`config.mk`:
```
export PLATFORM = sky130hd
export DESIGN_NAME = ddfs_sweep_ctrl
export DESIGN_NICKNAME = d
export VERILOG_FILES = /design/src/rtl/ddfs_pkg.sv /design/src/rtl/ddfs_dwell_timer.sv /design/src/rtl/ddfs_sweep_ctrl.sv
export SDC_FILE = /design/constraint.sdc
export NUM_CORES = 1
export LEC_CHECK = 0
export CORE_AREA = 2 2 135 137
export DETAILED_ROUTE_END_ITERATION = 10
export DIE_AREA = 0 0 137 139
export GPL_TIMING_DRIVEN = 0
export PLACE_DENSITY = 0.87
export SLEW_MARGIN = 20
export SYNTH_ARGS = -nofsm -noshare
export SYNTH_HDL_FRONTEND = slang
export SYNTH_SLANG_ARGS = --single-unit
```
`constraint.sdc`:
```
create_clock -name clk -period 6.7 [get_ports clk]
set_input_delay 1.34 -clock clk [delete_from_list [all_inputs] [get_ports clk]]
set_output_delay 1.34 -clock clk [all_outputs]
set_load 0.005 [all_outputs]
```
`src/rtl/ddfs_pkg.sv`:
```
// Shared DDFS definitions: frequency word width, sweep FSM states
// and the latched sweep configuration bundle.
package ddfs_pkg;

    localparam int FW      = 23;
    localparam int DWELL_W = 16;

    typedef enum logic [1:0] {
        IDLE = 2'd0,
        UP   = 2'd1,
        DOWN = 2'd2
    } sweep_state_t;

    typedef struct packed {
        logic [FW-1:0]      f_start;
        logic [FW-1:0]      f_stop;
        logic [FW-1:0]      f_step;
        logic [DWELL_W-1:0] dwell;
        logic               mode;
    } sweep_cfg_t;

endpackage

```
`src/rtl/ddfs_dwell_timer.sv`:
```
// Dwell down-counter: load reloads, en decrements to zero and parks.
// Ports: clk, rst (sync high), load, en, reload -> zero.
module ddfs_dwell_timer #(
    parameter int W = 16
) (
    input  logic         clk,
    input  logic         rst,
    input  logic         load,
    input  logic         en,
    input  logic [W-1:0] reload,
    output logic         zero
);

    logic [W-1:0] cnt;

    always_ff @(posedge clk) begin
        if (rst) begin
            cnt <= '0;
        end else if (load) begin
            cnt <= reload;
        end else if (en && cnt != '0) begin
            cnt <= cnt - 1'b1;
        end
    end

    assign zero = (cnt == '0);

endmodule

```
`src/rtl/ddfs_sweep_ctrl.sv`:
```
// Linear chirp generator feeding ddfs.fcontrol (single-shot or triangle).
// Ports: clk, rst, start, stop, mode, f_start/f_stop/f_step, dwell -> fcontrol, busy, done.
module ddfs_sweep_ctrl
    import ddfs_pkg::*;
#(
    parameter int FW      = ddfs_pkg::FW,
    parameter int DWELL_W = ddfs_pkg::DWELL_W
) (
    input  logic               clk,
    input  logic               rst,
    input  logic               start,
    input  logic               stop,
    input  logic               mode,
    input  logic [FW-1:0]      f_start,
    input  logic [FW-1:0]      f_stop,
    input  logic [FW-1:0]      f_step,
    input  logic [DWELL_W-1:0] dwell,
    output logic [FW-1:0]      fcontrol,
    output logic               busy,
    output logic               done
);

    sweep_state_t state;
    sweep_cfg_t   cfg;
    logic         pending;
    logic         zero;
    logic         load;

    logic [FW:0]   sum;
    logic [FW:0]   diff;
    logic [FW-1:0] up_val;
    logic [FW-1:0] dn_val;

    // One extra bit: carry/borrow means the true result is out of range.
    always_comb begin
        sum  = {1'b0, fcontrol} + {1'b0, cfg.f_step};
        diff = {1'b0, fcontrol} - {1'b0, cfg.f_step};
        up_val = sum[FW-1:0];
        dn_val = diff[FW-1:0];
        if (sum[FW] || sum[FW-1:0] > cfg.f_stop) begin
            up_val = cfg.f_stop;
        end
        if (diff[FW] || diff[FW-1:0] < cfg.f_start) begin
            dn_val = cfg.f_start;
        end
    end

    // Reload on sweep launch and on every frequency step.
    assign load = !stop &&
                  ((state == IDLE && pending) ||
                   (state != IDLE && zero));

    ddfs_dwell_timer #(
        .W(DWELL_W)
    ) u_timer (
        .clk   (clk),
        .rst   (rst),
        .load  (load),
        .en    (state != IDLE),
        .reload(cfg.dwell),
        .zero  (zero)
    );

    always_ff @(posedge clk) begin
        if (rst) begin
            state    <= IDLE;
            cfg      <= '0;
            pending  <= 1'b0;
            fcontrol <= '0;
            busy     <= 1'b0;
            done     <= 1'b0;
        end else begin
            done <= 1'b0;
            unique case (state)
                IDLE: begin
                    if (stop) begin
                        pending <= 1'b0;
                    end else if (pending) begin
                        pending  <= 1'b0;
                        fcontrol <= cfg.f_start;
                        state    <= UP;
                        busy     <= 1'b1;
                    end else if (start) begin
                        pending     <= 1'b1;
                        cfg.f_start <= f_start;
                        cfg.f_stop  <= f_stop;
                        cfg.f_step  <= f_step;
                        cfg.dwell   <= dwell;
                        // Degenerate range cannot bounce; run it once.
                        cfg.mode    <= mode && (f_stop > f_start);
                    end
                end
                UP: begin
                    if (stop) begin
                        state <= IDLE;
                        busy  <= 1'b0;
                    end else if (zero) begin
                        if (fcontrol >= cfg.f_stop) begin
                            if (cfg.mode) begin
                                state    <= DOWN;
                                fcontrol <= dn_val;
                            end else begin
                                state <= IDLE;
                                busy  <= 1'b0;
                                done  <= 1'b1;
                            end
                        end else begin
                            fcontrol <= up_val;
                        end
                    end
                end
                DOWN: begin
                    if (stop) begin
                        state <= IDLE;
                        busy  <= 1'b0;
                    end else if (zero) begin
                        if (fcontrol <= cfg.f_start) begin
                            state    <= UP;
                            fcontrol <= up_val;
                        end else begin
                            fcontrol <= dn_val;
                        end
                    end
                end
                default: begin
                    state <= IDLE;
                    busy  <= 1'b0;
                end
            endcase
        end
    end

endmodule

```
==> metrics, run 1 <==
status finished, final reports clean; WL per Instance 19.5 µm; final period utilization 0.933; Distinct cells, synth 74; Clock Tree Buf Depth 2; antenna diode count 0; crit-path max FO 10; Max-Cap Viols 0; most frequent cells in the layout nand2_1 (254), a21oi_1 (178), ha_1 (166), dfxtp_1 (130), inv_1 (125); area grow syn2layout 18.1%; slowest CP cell nor4_1; Crit path top cell by count a21oi_1; routed wire length 35800 µm; Setup Skew 0.0183 ns; H-tree depth 4; # resized after CTS 0; Cells after Synth 1466; Hold Path Class flip-flop to flip-flop; Primary FF master, synth dfxtp_1; Routed Antenna Nets 0; Fmax achieved 160 MHz; cell family with most CP delay compound AO/OA/AOI/OAI gates; hold_buf cts 0; Avg Inst Size Synth 7.48 µm²; Core Region 17700 µm²; Req. time, crit path 6.99 ns; net count after synthesis 1724; CTS clk-pin slew, worst paths 0.07 ns; final RePlAce weighted congestion 0.935; total design power 5030 µW; cell taking the most area after synthesis dfxtp_1; Startpoint Class flip-flop; Finish-stage setup viols 0; relative slew slack 0.304; LEAKAGE 0.00539 µW; setup repair bufs after CTS 0; first-pass GRT wire length 56000 µm; Overflow after GRT 0; synthesized flop and latch total 130; GRT Overall Usage 0.376; via count 11.5k; Pre-Repair DR Iteration Count 5; FFs w/ async S/R, synth 0; Worst Tran Pin Value 1.04 ns; Post-route DRC 0; pin count of the biggest net entering global routing 17; Setup CP Type flip-flop to flip-flop; final slew viol count 0; CP max stage delay 0.61 ns; RSZ-0062 raised after global routing no; arrival time worst endpoint 6.54 ns; EDFF count, synth 0; Final TNS setup 0 ns; CP Capture Type flip-flop; drt via density 6.23; Buf/Inv on CP 2; die width 137 µm; fin crit period 6.25 ns; Die ar. 19000 µm²; Cell Area, Synth 11000 µm²; Final Hold Fails 0; TritonCTS clock tree done; Synthesis Warnings 0; Yosys top cell area share 0.237; post-DP HPWL 28400 µm; Die H 139 µm; Synth area leaders dfxtp_1 (24%), ha_1 (19%), nand2_1 (8.7%), a21oi_1 (8.1%), inv_1 (4.3%); initial antenna violation count 1; number of global-route vias before repair 10.8k; most common cell after layout, fill and taps aside nand2_1; I/O pins 115; VDD IR max 241 µV; Layout Nets 1856; Root Buffer clkbuf_16; Pwr Density 388 nW/µm²; num rows 49; Num CTS Buffers 17; Worst-Skew Late Latency 0.44 ns; register area share after synthesis 0.237; layout cell share with drive strength beyond 1 0.0497; crit-path cells ha_1 -> clkbuf_1 -> nor4_1 -> nand4_1 -> a21oi_1 -> nor2_1 -> or3_1 -> a21oi_1 -> xnor2_1 -> ha_1 -> nand2_1 -> o21ai_0 -> a221oi_1 -> nand4_1 -> a21oi_1 -> nand2_1 -> buf_4 -> mux2_2 -> a221oi_1 -> a211oi_1; Buffers on Ports 113; CTS sink count 130; initial drt markers 937; Initial Util 0.621
-- final timing paths --
check	to	cells after the start	from	slack, ns
hold / removal	cfg[41]$_SDFFE_PP0P_	2	cfg[41]$_SDFFE_PP0P_	0.46
setup reg to reg	fcontrol[7]$_SDFFE_PP0P_	20	fcontrol[11]$_SDFFE_PP0P_	0.45
setup / recovery	fcontrol[7]$_SDFFE_PP0P_	20	fcontrol[11]$_SDFFE_PP0P_	0.45
hold reg to reg	cfg[41]$_SDFFE_PP0P_	2	cfg[41]$_SDFFE_PP0P_	0.46
-- area by class of cell --
cell class / instances / area (µm²)
Buffer: 69 / 293
Clock buffer: 17 / 425
Clock inverter: 15 / 140
Fill cell: 1475 / 4700
Inverter: 126 / 473
Multi-Input combinational cell: 1141 / 7600
Sequential cell: 130 / 2600
Tap cell: 229 / 287
Timing Repair Buffer: 113 / 1130
-- power by group --
group | switching [µW] | leakage, µW | total, µW | internal, µW
combinational | 1840 | 0.00406 | 3070 | 1230
sequential | 146 | 0.00106 | 1030 | 886
clock | 441 | 0.000274 | 932 | 491
total | 2430 | 0.00539 | 5030 | 2600
-- stage by stage --
step | instance area, µm² | setup slack (ns) | instances | hold slack [ns] | util
global placement | 12400 | 0.694 | 1808 | 0.441 | 0.702
finish | 13000 | 0.451 | 1840 | 0.460 | 0.734
CTS | 13000 | 0.615 | 1840 | 0.458 | 0.734
global route | 13000 | 0.120 | 1840 | 0.471 | 0.734
floorplan | 11000 | 2.24 | 1466 | 0.433 | -
detailed placement | 12400 | 0.678 | 1808 | 0.449 | 0.702
-- logic make-up (layout without fill, tap and decap cells) --
| group | after synthesis | in the layout | synth area share |
|---|---|---|---|
| compound gates | 411 | 411 | 0.237 |
| xor+xnor | 36 | 36 | 0.0287 |
| fa+ha+maj | 168 | 168 | 0.193 |
| buf+inv | 195 | 340 | 0.0698 |
| flops | 130 | 130 | 0.237 |
| mux | 27 | 27 | 0.0269 |
| simple gates | 499 | 499 | 0.207 |
-- registers in the layout (all words and copies together), names as in the netlist --
name / cells
pending: 1
done: 1
cfg: 86
state: 2
busy: 1
u_timer.cnt: 16
fcontrol: 23
-- worst register-to-register path: stages, from the launching register on --
cell,delay [ns]
dfxtp_1,0.47
ha_1,0.28
clkbuf_1,0.20
nor4_1,0.61
nand4_1,0.16
a21oi_1,0.35
nor2_1,0.14
or3_1,0.34
a21oi_1,0.21
xnor2_1,0.22
ha_1,0.29
nand2_1,0.07
o21ai_0,0.09
a221oi_1,0.56
nand4_1,0.26
a21oi_1,0.45
nand2_1,0.41
buf_4,0.32
mux2_2,0.30
a221oi_1,0.30
a211oi_1,0.08
-- per-layer routing --
| metal | up-vias | track usage | part of all wire |
|---|---|---|---|
| met3 | 86 | 0.0727 | 0.093 |
| met2 | 577 | 0.595 | 0.45 |
| met4 | 2 | 0.137 | 0.033 |
| li1 | 5503 | - | - |
| met5 | - | 0 | 0.00036 |
| met1 | 5302 | 0.505 | 0.42 |
-- cell usage after synthesis, types with 28 or more instances --
library cell,number
a211oi_1,29
a21oi_1,178
clkbuf_1,51
dfxtp_1,130
ha_1,166
inv_1,125
nand2_1,254
nand3_1,28
nor2_1,79
nor3_1,32
o21ai_0,54
xnor2_1,31
No activity file was read; power rests on OpenSTA's default activity.
==> inputs of run 2 (changes only) <==
--- a/config.mk
+++ b/config.mk
@@ -10,7 +10,7 @@
 export DIE_AREA = 0 0 137 139
 export GPL_TIMING_DRIVEN = 0
 export PLACE_DENSITY = 0.87
-export SLEW_MARGIN = 20
+export SLEW_MARGIN = 40
 export SYNTH_ARGS = -nofsm -noshare
 export SYNTH_HDL_FRONTEND = slang
 export SYNTH_SLANG_ARGS = --single-unit
==> run 2 against run 1 <==
  * First-iteration DRC count rose by 24%
  * Critical path depth stayed put
  * Die area stayed put
  * Combinational power hardly changed
  * Sequential power hardly changed
  * Fmax down 0.40%
  * Routed wire length up 0.84%
  * Via count grew 0.40%
  * Clock-buffer cell count did not move
  * Critical path type unchanged
  * Largest cell class unchanged
==> metrics, run 2 (synthesis results as in run 1) <==
status finished, final reports clean; crit-path cells ha_1 -> clkbuf_1 -> nor2_1 -> o21ai_0 -> nand3_1 -> a31o_2 -> a21oi_1 -> o31ai_1 -> xnor2_1 -> ha_1 -> a21oi_1 -> o21ai_0 -> a221oi_1 -> nand4_1 -> a21oi_1 -> nand2_1 -> buf_4 -> mux2_2 -> a221oi_1 -> a211oi_1; part of the power in registers 0.202; Req. time, crit path 6.99 ns; CTS sink count 130; I/O pins 115; Num CTS Buffers 17; layout cell share with drive strength beyond 1 0.0503; antenna diode count 0; die width 137 µm; multi-input logic area 7610 µm²; Buf/Inv on CP 2; most frequent cells in the layout nand2_1 (254), a21oi_1 (178), ha_1 (166), dfxtp_1 (130), inv_1 (125); Die H 139 µm; fin crit period 6.27 ns; Switch Pwr 2440 µW; VDD IR max 218 µV; Clock Tree Buf Depth 2; # resized after CTS 0; final RePlAce weighted congestion 0.935; top flop regs cfg x86, fcontrol x23, u_timer.cnt x16; WL per Instance 19.6 µm; Pwr Density 392 nW/µm²; Hold Path Class flip-flop to flip-flop; Max-Cap Viols 0; final slew viol count 0; Layout Nets 1856; TritonCTS clock tree done; CTS clk-pin slew, worst paths 0.07 ns; relative slew slack 0.419; Initial Util 0.621; Startpoint Class flip-flop; post-DP HPWL 28500 µm; fin area 13000 µm²; Switching Share 0.480; pin count of the biggest net entering global routing 17; CP max stage delay 0.55 ns; first-pass GRT wire length 56100 µm; Finish-stage setup viols 0; Routed Antenna Nets 0; Logic pwr share 0.607; max reg flops 86; Crit path top cell by count a21oi_1; H-tree depth 4; final period utilization 0.936; initial drt markers 1162; Core Region 17700 µm²; Worst Tran Pin Value 0.871 ns; Final TNS setup 0 ns; Fmax achieved 159 MHz; Overflow after GRT 0; Post-route DRC 0; num rows 49; Setup CP Type flip-flop to flip-flop; Setup Skew 0.00916 ns; drt via density 6.26; routed wire length 36100 µm; slowest CP cell a221oi_1; Area after DPL 12400 µm²; arrival time worst endpoint 6.56 ns; initial antenna violation count 0; total design power 5090 µW; most common cell after layout, fill and taps aside nand2_1; setup repair bufs after CTS 0; number of global-route vias before repair 10.8k; RSZ-0062 raised after global routing no; Buffers on Ports 113; Die ar. 19000 µm²; Root Buffer clkbuf_16; Top reg by flops cfg; Pre-Repair DR Iteration Count 6; via count 11.5k; LEAKAGE 0.00541 µW; Worst-Skew Late Latency 0.44 ns; crit-path max FO 10; cell family with most CP delay compound AO/OA/AOI/OAI gates; placed cell count 1808; internal power 2650 µW; Clk pwr share 0.191; Final Hold Fails 0; Fill cells 1497; storage element area 2600 µm²; CP Capture Type flip-flop; GRT Overall Usage 0.377; final std cells w/o fill 1840; area grow syn2layout 18.4%; hold_buf cts 0
[run 2: final cells by class]
type                    instances  share of cell area
multi-input cells            1141               0.586
clock buffers                  17              0.0328
inverters                     126              0.0364
well taps                     229              0.0221
repair buffers                113              0.0871
flip-flops and latches        130               0.200
clock inverters                15              0.0127
plain buffers                  69              0.0225
[run 2: path summary, 6_finish.rpt]
path                            start                        to  slack, ns  cells past startpoint
max          fcontrol[2]$_SDFFE_PP0P_  fcontrol[7]$_SDFFE_PP0P_       0.43                     20
min               cfg[7]$_SDFFE_PP0P_       cfg[7]$_SDFFE_PP0P_       0.46                      2
max reg2reg  fcontrol[2]$_SDFFE_PP0P_  fcontrol[7]$_SDFFE_PP0P_       0.43                     20
min reg2reg       cfg[7]$_SDFFE_PP0P_       cfg[7]$_SDFFE_PP0P_       0.46                      2
[run 2: stage by stage]
step	utilization	hold slack, ns	setup WS, ns
after global routing	0.735	0.472	0.196
after CTS	0.735	0.459	0.617
after floorplan	-	0.433	2.24
after detailed placement	0.702	0.450	0.666
final	0.735	0.459	0.426
after global placement	0.702	0.441	0.694
[run 2: power by group through the flow]
stage / logic (µW) / registers (µW) / clock network (µW)
floorplan: 2190 / 992 / 0
global placement: 2910 / 1030 / 0
detailed placement: 2980 / 1040 / 0
CTS: 3010 / 1020 / 959
global route: 3390 / 1040 / 986
finish: 3090 / 1030 / 972
[run 2: worst register-to-register path, cell delays in order (launching register included)]
cell and delay [ns]:
dfxtp_1 0.41, ha_1 0.34, clkbuf_1 0.38, nor2_1 0.12
o21ai_0 0.26, nand3_1 0.19, a31o_2 0.31, a21oi_1 0.24
o31ai_1 0.12, xnor2_1 0.37, ha_1 0.34, a21oi_1 0.22
o21ai_0 0.10, a221oi_1 0.55, nand4_1 0.27, a21oi_1 0.46
nand2_1 0.41, buf_4 0.32, mux2_2 0.30, a221oi_1 0.31
a211oi_1 0.08
[run 2: routing by layer]
metal,part of all wire,global-route usage,up-vias
met2,0.45,0.602,560
li1,-,-,5501
met4,0.034,0.141,0
met5,0,0,-
met1,0.42,0.507,5364
met3,0.091,0.0621,91
==> inputs of run 3 (changes only) <==
--- a/config.mk
+++ b/config.mk
@@ -5,9 +5,10 @@
 export SDC_FILE = /design/constraint.sdc
 export NUM_CORES = 1
 export LEC_CHECK = 0
-export CORE_AREA = 2 2 135 137
+export ABC_AREA = 1
+export CORE_AREA = 2 2 144 146
 export DETAILED_ROUTE_END_ITERATION = 10
-export DIE_AREA = 0 0 137 139
+export DIE_AREA = 0 0 146 148
 export GPL_TIMING_DRIVEN = 0
 export PLACE_DENSITY = 0.87
 export SLEW_MARGIN = 40
==> run 3 against run 2 <==
  * Sequential cell count is the same
  * Largest cell class unchanged
  * Via count increased by 26%
  * Clock skew up 0.00093 ns
  * Power grew 2.1%
  * Final cell count grew 38%
  * Clock-buffer cell count grew 3
  * Sequential share of layout area shrank 2.6 points
  * Cell area rose by 15%
  * Synthesized area rose by 17%
==> metrics, run 3 <==
drt via density 5.69; multi-input logic area 8420 µm²; Cells after Synth 2127; Post-route DRC 0; GRT Overall Usage 0.415; Die H 148 µm; CP Capture Type flip-flop; relative slew slack 0.521; layout cell share with drive strength beyond 1 0.0515; routed wire length 45300 µm; Distinct cells, synth 47; Fill cells 1653; Primary FF master, synth dfxtp_1; final RePlAce weighted congestion 1.01; slowest CP cell dfxtp_1; synthesized flop and latch total 130; Buf/Inv on CP 3; storage element area 2600 µm²; most common cell after layout, fill and taps aside nand2_1; cell taking the most area after synthesis dfxtp_1; final slew viol count 0; Worst Tran Pin Value 0.719 ns; Yosys top cell area share 0.203; Die ar. 21600 µm²; Final TNS setup 0 ns; Pre-Repair DR Iteration Count 8; initial drt markers 1338; fin area 14900 µm²; LEAKAGE 0.00781 µW; num rows 52; Num CTS Buffers 17; net count after synthesis 2385; first-pass GRT wire length 70600 µm; initial antenna violation count 0; top cells by instance count after synthesis nand2_1 (625), inv_1 (360), nor2_1 (199), ha_1 (166), nand3_1 (160); Hold Path Class flip-flop to flip-flop; arrival time worst endpoint 5.03 ns; setup repair bufs after CTS 0; hold_buf cts 0; Setup Skew 0.0101 ns; Clock Tree Buf Depth 2; area grow syn2layout 16.1%; CTS clk-pin slew, worst paths 0.07 ns; Max-Cap Viols 0; pin count of the biggest net entering global routing 17; Final Hold Fails 0; # resized after CTS 0; Top reg by flops cfg; Root Buffer clkbuf_16; WL per Instance 17.8 µm; I/O pins 115; Routed Antenna Nets 0; Synth area leaders dfxtp_1 (20%), nand2_1 (18%), ha_1 (16%), inv_1 (11%), nand3_1 (6.2%); fin crit period 4.74 ns; Synthesis Warnings 0; max reg flops 86; Fmax achieved 211 MHz; antenna diode count 0; FFs w/ async S/R, synth 0; Core Region 20000 µm²; H-tree depth 4; via count 14.5k; Initial Util 0.640; Crit path top cell by count nand2_1; CP max stage delay 0.62 ns; Buffers on Ports 114; minimum hold slack 0.463 ns; Finish-stage setup viols 0; Startpoint Class flip-flop; Layout Nets 2519; crit-path cells ha_1 -> buf_2 -> nor2_1 -> nand2_1 -> nor3_1 -> nand3_1 -> nand3_1 -> nand2_1 -> nand2_1 -> inv_1 -> ha_1 -> nand2_1 -> nor2_1 -> nand2_1 -> nor2_1 -> nand4_1 -> nand2_2 -> buf_2 -> nand3_1 -> nand3_1 -> nand3_1 -> nand2_1 -> a21oi_2; CTS sink count 130; Pwr Density 349 nW/µm²; number of global-route vias before repair 13.9k; Req. time, crit path 6.99 ns; final period utilization 0.707; EDFF count, synth 0; Setup CP Type flip-flop to flip-flop; most frequent cells in the layout nand2_1 (625), inv_1 (360), nor2_1 (199), ha_1 (166), nand3_1 (160); top flop regs cfg x86, fcontrol x23, u_timer.cnt x16; RSZ-0062 raised after global routing no; die width 146 µm; VDD IR max 391 µV; register area share after synthesis 0.203; Avg Inst Size Synth 6.03 µm²; crit-path max FO 10; TritonCTS clock tree done; Overflow after GRT 0; Area after DPL 14300 µm²; Worst-Skew Late Latency 0.43 ns; status finished, final reports clean; cell family with most CP delay simple AND/OR/NAND/NOR gates; top-count cell post-synth nand2_1; post-DP HPWL 36300 µm; Cell Area, Synth 12800 µm²
-- run 3: cell type report --
type / instances / area share
clock buffer: 20 / 0.0300
sequential: 130 / 0.175
multi-input combinational: 1554 / 0.566
tap: 270 / 0.0227
inverter: 369 / 0.0934
timing repair buffer: 115 / 0.0774
clock inverter: 12 / 0.00823
buffer: 74 / 0.0280
-- run 3: cells by family after synthesis --
kind of cell | after synthesis | synth area share
buf+inv | 443 | 0.141
xor+xnor | 23 | 0.0157
flops | 130 | 0.203
compound gates | 302 | 0.132
fa+ha+maj | 168 | 0.165
simple gates | 1061 | 0.344
-- run 3: per-stage QoR --
| stage | total power, µW | utilization | setup WS (ns) | std cells |
|---|---|---|---|---|
| after global placement | 3990 | 0.714 | 2.13 | 2511 |
| final | 5200 | 0.743 | 1.96 | 2544 |
| after global routing | 5570 | 0.743 | 1.77 | 2544 |
| after floorplan | 3260 | - | 3.38 | 2127 |
| after CTS | 5070 | 0.742 | 2.07 | 2543 |
| after detailed placement | 4100 | 0.714 | 2.13 | 2511 |
-- run 3: final timing paths --
check	from	endpoint	slack, ns	cells past startpoint
worst max register to register	fcontrol[13]$_SDFFE_PP0P_	fcontrol[11]$_SDFFE_PP0P_	1.96	23
worst max-delay path	fcontrol[13]$_SDFFE_PP0P_	fcontrol[11]$_SDFFE_PP0P_	1.96	23
worst min-delay path	cfg[0]$_SDFFE_PP0P_	done$_SDFF_PP0_	0.46	1
worst min register to register	cfg[0]$_SDFFE_PP0P_	done$_SDFF_PP0_	0.46	1
-- run 3: worst reg2reg max path: cells and delay by family (launching register included) --
family | cells | cell delay, ns
compound gates | 1 | 0.05
fa+ha+maj | 2 | 0.60
buf+inv | 3 | 0.51
flops | 1 | 0.62
simple gates | 17 | 2.82
-- run 3: metal layers --
metal | track usage | part of all wire | up-vias
li1 | - | - | 6989
met1 | 0.514 | 0.39 | 6472
met2 | 0.693 | 0.45 | 837
met3 | 0.0630 | 0.097 | 190
met4 | 0.235 | 0.057 | 0
met5 | 0 | 0 | -
-- run 3: power breakdown --
part / internal, µW / total, µW / switching (µW)
Sequential: 899 / 1020 / 120
Clock: 530 / 952 / 422
Combinational: 1100 / 3230 / 2130
